## src/rtl/prime_div3_tally.sv

```systemverilog
// prime_div3_tally: windowed counts, sum, max prime and longest prime run over
// WINDOW accepted samples, reported as one valid/ready result frame.
module prime_div3_tally #(
   parameter int WINDOW = 8,
   parameter int CNT_W  = 8
) (
   input  logic               clk,
   input  logic               rst_n,
   input  logic               clear,
   input  logic               in_valid,
   output logic               in_ready,
   input  logic [3:0]         in_a,
   input  logic               in_p,
   input  logic               in_d,
   output logic               out_valid,
   input  logic               out_ready,
   output logic [CNT_W-1:0]   out_prime_cnt,
   output logic [CNT_W-1:0]   out_div3_cnt,
   output logic [CNT_W-1:0]   out_both_cnt,
   output logic [CNT_W+3:0]   out_sum,
   output logic [3:0]         out_max_prime,
   output logic [CNT_W-1:0]   out_max_run
);
   localparam logic [0:0] ACCUM  = 1'b0;
   localparam logic [0:0] REPORT = 1'b1;

   logic [0:0]       state_q, state_d;
   logic [CNT_W-1:0] smp_q, smp_d, prime_q, prime_d, div3_q, div3_d, both_q, both_d;
   logic [CNT_W-1:0] cur_q, cur_d, run_q, run_d;
   logic [CNT_W+3:0] sum_q, sum_d;
   logic [3:0]       maxp_q, maxp_d;
   logic [CNT_W-1:0] oprime_q, oprime_d, odiv3_q, odiv3_d, oboth_q, oboth_d, orun_q, orun_d;
   logic [CNT_W+3:0] osum_q, osum_d;
   logic [3:0]       omaxp_q, omaxp_d;

   logic             accept, last;
   logic [CNT_W-1:0] prime_inc, div3_inc, both_inc, cur_inc, run_inc;
   logic [CNT_W+3:0] sum_inc;
   logic [3:0]       maxp_inc;

   assign in_ready      = (state_q == ACCUM);
   assign out_valid     = (state_q == REPORT);
   assign out_prime_cnt = oprime_q;
   assign out_div3_cnt  = odiv3_q;
   assign out_both_cnt  = oboth_q;
   assign out_sum       = osum_q;
   assign out_max_prime = omaxp_q;
   assign out_max_run   = orun_q;

   // Accumulator values including the current sample, used both for normal
   // accumulation and for latching the final sample of a window.
   always_comb begin
      accept    = in_valid && in_ready;
      last      = accept && (smp_q == CNT_W'(WINDOW - 1));
      prime_inc = prime_q + CNT_W'(in_p);
      div3_inc  = div3_q + CNT_W'(in_d);
      both_inc  = both_q + CNT_W'(in_p && in_d);
      sum_inc   = sum_q + (CNT_W+4)'(in_a);
      maxp_inc  = (in_p && in_a > maxp_q) ? in_a : maxp_q;
      cur_inc   = in_p ? cur_q + 1'b1 : '0;
      run_inc   = (cur_inc > run_q) ? cur_inc : run_q;
   end

   always_comb begin
      state_d  = state_q;
      smp_d    = smp_q;
      prime_d  = prime_q;
      div3_d   = div3_q;
      both_d   = both_q;
      sum_d    = sum_q;
      maxp_d   = maxp_q;
      cur_d    = cur_q;
      run_d    = run_q;
      oprime_d = oprime_q;
      odiv3_d  = odiv3_q;
      oboth_d  = oboth_q;
      osum_d   = osum_q;
      omaxp_d  = omaxp_q;
      orun_d   = orun_q;
      if (clear || last) begin
         smp_d   = '0;
         prime_d = '0;
         div3_d  = '0;
         both_d  = '0;
         sum_d   = '0;
         maxp_d  = '0;
         cur_d   = '0;
         run_d   = '0;
      end
      if (clear) begin
         state_d = ACCUM;
      end else if (last) begin
         state_d  = REPORT;
         oprime_d = prime_inc;
         odiv3_d  = div3_inc;
         oboth_d  = both_inc;
         osum_d   = sum_inc;
         omaxp_d  = maxp_inc;
         orun_d   = run_inc;
      end else if (accept) begin
         smp_d   = smp_q + 1'b1;
         prime_d = prime_inc;
         div3_d  = div3_inc;
         both_d  = both_inc;
         sum_d   = sum_inc;
         maxp_d  = maxp_inc;
         cur_d   = cur_inc;
         run_d   = run_inc;
      end else if (out_valid && out_ready) begin
         state_d = ACCUM;
      end
   end

   always_ff @(posedge clk or negedge rst_n) begin
      if (!rst_n) begin
         state_q  <= ACCUM;
         smp_q    <= '0;
         prime_q  <= '0;
         div3_q   <= '0;
         both_q   <= '0;
         sum_q    <= '0;
         maxp_q   <= '0;
         cur_q    <= '0;
         run_q    <= '0;
         oprime_q <= '0;
         odiv3_q  <= '0;
         oboth_q  <= '0;
         osum_q   <= '0;
         omaxp_q  <= '0;
         orun_q   <= '0;
      end else begin
         state_q  <= state_d;
         smp_q    <= smp_d;
         prime_q  <= prime_d;
         div3_q   <= div3_d;
         both_q   <= both_d;
         sum_q    <= sum_d;
         maxp_q   <= maxp_d;
         cur_q    <= cur_d;
         run_q    <= run_d;
         oprime_q <= oprime_d;
         odiv3_q  <= odiv3_d;
         oboth_q  <= oboth_d;
         osum_q   <= osum_d;
         omaxp_q  <= omaxp_d;
         orun_q   <= orun_d;
      end
   end
endmodule

```

## config.mk

```make
export PLATFORM = sky130hd
export DESIGN_NAME = prime_div3_tally
export DESIGN_NICKNAME = d
export VERILOG_FILES = /design/src/rtl/prime_div3_tally.sv
export SDC_FILE = /design/constraint.sdc
export NUM_CORES = 1
export LEC_CHECK = 0
export ABC_AREA = 0
export CORE_UTILIZATION = 44
export DETAILED_ROUTE_END_ITERATION = 8
export PLACE_DENSITY = 0.75
export SETUP_SLACK_MARGIN = 0.4
export SKIP_CTS_REPAIR_TIMING = 1
export SLEW_MARGIN = 20
export SYNTH_ARGS = -nofsm -noshare
export SYNTH_HDL_FRONTEND = slang
export SYNTH_SLANG_ARGS = --single-unit
```

## constraint.sdc

```tcl
create_clock -name clk -period 4.25 [get_ports clk]
set_input_delay 0.425 -clock clk [delete_from_list [all_inputs] [get_ports clk]]
set_output_delay 0.425 -clock clk [all_outputs]
set_load 0.005 [all_outputs]
```

; ---- After elaboration in Yosys (flattened, before gate mapping)
; Index checks and enable logic that the tools add are counted.
; Widths: inputs -> output; s select.
[classes]
addsub = 6
n_lt_le_gt_ge = 2
eq_ne = 2
mux = 39
n_bitwise = 2
reduce_logical = 9
[op_table]
columns = cell, n
row1 = $mux 8, 26
row2 = $mux 12, 4
row3 = $add 8x1->8, 3
row4 = $mux 4, 5
row5 = $add 8x1->8 const B, 2
row6 = $add 12x4->12, 1
row7 = $eq 8x3->1 const B, 1
row8 = $gt 8x8->1, 1
row9 = $logic_and 1x1->1, 5
row10 = $gt 4x4->1, 1
row11 = $mux 1, 4
row12 = $reduce_and 2->1, 2
row13 = $ne 3x2->1 const B, 1
row14 = $reduce_bool 3->1, 1
row15 = $not 1->1, 2
row16 = $logic_or 1x1->1, 1
[word_totals]
register_bits = 113
in_bits = 11
output_inout_bits = 50
elab_cells = 75

; ---- Logic depth before layout (Yosys ltp)
[logic_depth]
ltp_word = 8
ltp_mapped = 11

; ---- Worst setup path before layout
; Ideal clock, no wire load.
[synth_timing]
kind = register -> register
start = register cur_q[0]
end = register run_q[0]
setup_ns = 0.079
arrival_ns = 2.892
required_time_ns = 4.171
slack_ns = 1.279
path_stages_with_launch = 12
n_path_buf = 1
path_cell_list = dfrtp_1 ha_1 inv_1 or4b_2 nand2_1 ha_1 nand4_1 nor2_1 a211o_1 clkbuf_1 a21oi_2 mux2i_1
[synth_between]
elab_chain_cells = 7
[synth_rtl]
columns = item, line_no
row1 = from (decl), 29  ; logic [CNT_W-1:0] cur_q, cur_d, run_q, run_d;
row2 = from (signal assigned), 139  ; cur_q <= cur_d;
row3 = $add 8x1->8 (*), 60  ; cur_inc = in_p ? cur_q + 1'b1 : '0;
row4 = $mux 8 (*), 60
row5 = $gt 8x8->1, 61  ; run_inc = (cur_inc > run_q) ? cur_inc : run_q;
row6 = $mux 8 (*), 61
row7 = $mux 8 (*), 100  ; end else if (accept) begin
row8 = $mux 8 (*), 92  ; end else if (last) begin
row9 = $mux 8 (*), 90  ; if (clear) begin
row10 = via run_d[0], 29
row11 = to (signal assigned), 140  ; run_q <= run_d;
row12 = to (decl), 29
; The timed path passes the listed nets; every way through them passes the cells marked *.
; A chain may end at the register's enable or synchronous reset.

; ---- Final worst setup path
; Same ends and word-level chain as after synthesis.

==> run_results.csv <==
group,metric,value,unit
floorplanning,number_of_i_o_pins,61,
min_path,hold_class,"in -> async",
setup_path,cpPeakStageDelay,0.62,ns
layout,diodes,0,
sta,final_hold_viol_count,0,
sta,relSlewSlack,39.2,%
synthesis,synth.yosys.warnings,0,
layout,post-route-cell-area,7220,um2
placement,dpl.hpwl,8.58,mm
floorplanning,floorplan.rows,41,
floorplanning,coreArea,12700,um2
sta,min_period_over_period,77.1,%
clocking,clkTransAtPathRegs,0.05,ns
floorplanning,start_util,45.7,%
layout,area_growth_syn_to_layout,24.3,%
placement,final_weighted_congestion_in_routability_driven_placement,0.875,
setup_path,crit_path_frequent_cell,"sky130_fd_sc_hd__ha_1",
routing,detailedRoute.firstPassIterationCount,4,
routing,post_drt_wl_per_cell,14.6,um
placement,io_buffer_count,60,
sta,timing.setup.tns,0,ns
clocking,worstSkewPairLatency,0.41,ns
synthesis,synth_top_cells_by_area,"sky130_fd_sc_hd__dfrtp_1, sky130_fd_sc_hd__nand2_1, sky130_fd_sc_hd__ha_1",
sta,final_critical_path_setup_slack,0.972,ns
synthesis,postSynth.asyncResetShare,100,%
sta,skew,0.00838,ns
outcome,outcome,"completed",
synthesis,synth.yosys.seq_area_share,48.7,%
floorplanning,die-height,117,um
routing,drc,0,
setup_path,timing.setup.critical_path_class,"reg -> reg",
power_and_ir_drop,cellLeakagePower,3.12,nW
sta,period_minus_slack,3.28,ns
synthesis,synthesized_cell_area,5810,um2
grt,grt_first_pass_wirelength,21.5,mm
routing,route.final.wire_length,12.6,mm
power_and_ir_drop,ir_drop_worst_vdd,0.000213,V
synthesis,synthDistinctLibCells,46,
sta,max_clock_freq,305,MHz
grt,grtUsageTotal,20.4,%
setup_path,timing.critical_path.required,4.58,ns
synthesis,synth_nets,660,
synthesis,synth-edff-count,0,
placement,worst_slack_placed,0.686,ns
setup_path,critPathMaxFanout,10,
placement,dpl-instance-area,6550,um2
clocking,clock_tree.root_cell,"sky130_fd_sc_hd__clkbuf_16",
layout,layout.cells.most_common_list,"sky130_fd_sc_hd__nand2_1, sky130_fd_sc_hd__dfrtp_1, sky130_fd_sc_hd__nor2_1",
synthesis,synth_area_leader_cell,"sky130_fd_sc_hd__dfrtp_1",
setup_path,cell_at_the_slowest_stage_of_the_critical_path,"sky130_fd_sc_hd__or4b_2",
power_and_ir_drop,cell_internal_pwr,0.00227,W
routing,vias_per_cell,5.22,
sta,setup_repair_after_global_routing_missed_its_margin,"no",
grt,antenna_found_initial,0,
clocking,cts_buffers,17,
synthesis,postSynthRegisterBits,113,
routing,drtIter0Drc,292,
routing,ant_nets,0,
grt,first_global_vias,4444,
power_and_ir_drop,clkPwrFrac,55.4,%
layout,fin_util,56.8,%
synthesis,avgSynthCellArea,9.31,um2
layout,fillerInstances,1155,
setup_path,cp_data_arrival_time,3.61,ns
synthesis,synthesized_instance_count,624,
power_and_ir_drop,pwr_density_cell,400,nW/um2
power_and_ir_drop,switching_share,21.2,%
routing,dr_vias,4512,
synthesis,synth_top_flop_cell,"sky130_fd_sc_hd__dfrtp_1",
sta,maxSlewViolCount,0,
clocking,cts_sinks,113,
floorplanning,fp.dieArea,13700,um2
synthesis,yosysTopAreaCellShare,48.7,%
power_and_ir_drop,share_comb_of_total_power,6.4,%
floorplanning,chipWidth,117,um
setup_path,critical_path.cell_chain,"ha_1, inv_1, or4b_2, nand2_1, ha_1, nand4_1, nor2_1, a211o_1, a21oi_2, mux2i_1",
power_and_ir_drop,p_seq_share,38.3,%
clocking,max_buffers_root_to_sink,2,
power_and_ir_drop,power_switching,0.000611,W
layout,proportion_of_layout_cells_with_a_drive_suffix_above_1,7.22,%
flow_run,max_cap_viol_count,0,
layout,nets,716,
clocking,cts_tree,"done",
setup_path,cp-start-kind,"flop",
grt,pin_count_of_the_biggest_net_entering_global_routing,73,
sta,worst-slew-pin-transition,0.912,ns
grt,grt.overflow.total,0,
sta,finalSetupViolations,0,
clocking,htree_levels,4,
setup_path,endpoint_kind,"flop",
[critical path: cells and delay by family (launching register included)]
| family | cells | cell delay [ns] |
|---|---|---|
| adder cells (fa/ha/maj) | 2 | 0.50 |
| AO/OA/AOI/OAI | 2 | 0.92 |
| multiplexers | 1 | 0.27 |
| flip-flops | 1 | 0.42 |
| buffers and inverters | 1 | 0.06 |
| AND/OR/NAND/NOR | 4 | 1.01 |
[cell usage after synthesis (4+ instances only)]
cell and n:
sky130_fd_sc_hd__buf_4 4, sky130_fd_sc_hd__nand3_1 24, sky130_fd_sc_hd__nand4_1 17, sky130_fd_sc_hd__and2_1 6, sky130_fd_sc_hd__dfrtp_1 113, sky130_fd_sc_hd__o21ai_0 20
sky130_fd_sc_hd__a211oi_1 6, sky130_fd_sc_hd__nor2b_1 6, sky130_fd_sc_hd__ha_1 24, sky130_fd_sc_hd__and3_1 6, sky130_fd_sc_hd__clkbuf_1 17, sky130_fd_sc_hd__o211ai_1 9
sky130_fd_sc_hd__a21oi_1 50, sky130_fd_sc_hd__nor2_1 66, sky130_fd_sc_hd__or3_1 6, sky130_fd_sc_hd__nand2_1 113, sky130_fd_sc_hd__xor2_1 29, sky130_fd_sc_hd__buf_2 9
sky130_fd_sc_hd__inv_1 18, sky130_fd_sc_hd__mux2i_1 14, sky130_fd_sc_hd__xnor2_1 32
[area by class of cell]
cell class / count / area [um2] / share of cell area (%)
Sequential cell: 113 / 2830 / 39.2
Multi-Input combinational cell: 460 / 2770 / 38.3
Timing Repair Buffer: 69 / 666 / 9.22
Clock buffer: 23 / 498 / 6.90
Tap cell: 172 / 215 / 2.98
Clock inverter: 9 / 175 / 2.43
Inverter: 19 / 71.3 / 0.988
[layer usage]
metal  GRT usage, %  share of wire [%]
met1           27.3                 46
met2           33.2                 49
met3           4.89                4.1
met4           5.99                1.2
met5              0                  0
[power by group through the flow]
stage / Clock, W / Sequential, W / Combinational (W)
5_1_grt: 0.00168 / 0.00111 / 0.000207
6_report: 0.00160 / 0.00110 / 0.000184
3_5_place_dp: 0 / 0.00112 / 0.000184
2_1_floorplan: 0 / 0.00112 / 0.000116
3_3_place_gp: 0 / 0.00112 / 0.000178
4_1_cts: 0.00162 / 0.00110 / 0.000185
[registers in the layout, summed over array words and instances (netlist names)]
name / flops
cur_q: 8
out_sum: 12
out_div3_cnt: 8
maxp_q: 4
out_both_cnt: 8
sum_q: 12
out_prime_cnt: 8
smp_q: 8
out_max_prime: 4
run_q: 8
div3_q: 8
prime_q: 8
both_q: 8
out_max_run: 8
out_valid: 1
[path summary, 6_finish.rpt]
path	startpoint	end	slack, ns	cells after the start
max	cur_q[0]	run_q[0]	0.97	10
min	rst_n	sum_q[5]	0.16	1
max reg2reg	cur_q[0]	run_q[0]	0.97	10
min reg2reg	out_both_cnt[7]	out_both_cnt[7]	0.47	2
max in group asynchronous	rst_n	out_prime_cnt[6]	3.04	2
min in group clk	out_both_cnt[7]	out_both_cnt[7]	0.47	2
[cells by family after synthesis]
logic type      synth area share (%)
compound gates                  9.95
mux                             2.61
simple gates                    20.3
fa+ha+maj                       5.51
xor+xnor                        9.20
buf+inv                         3.75
flops                           48.7
[per-stage QoR]
step                      cells  power [W]  hold WS [ns]
final                       865    0.00288         0.157
after detailed placement    833    0.00131         0.469
after global routing        865    0.00299         0.245
after CTS                   865    0.00291         0.189
after global placement      833    0.00130         0.462
after floorplan             624    0.00123         0.129
No activity file was read; power rests on OpenSTA's default activity.
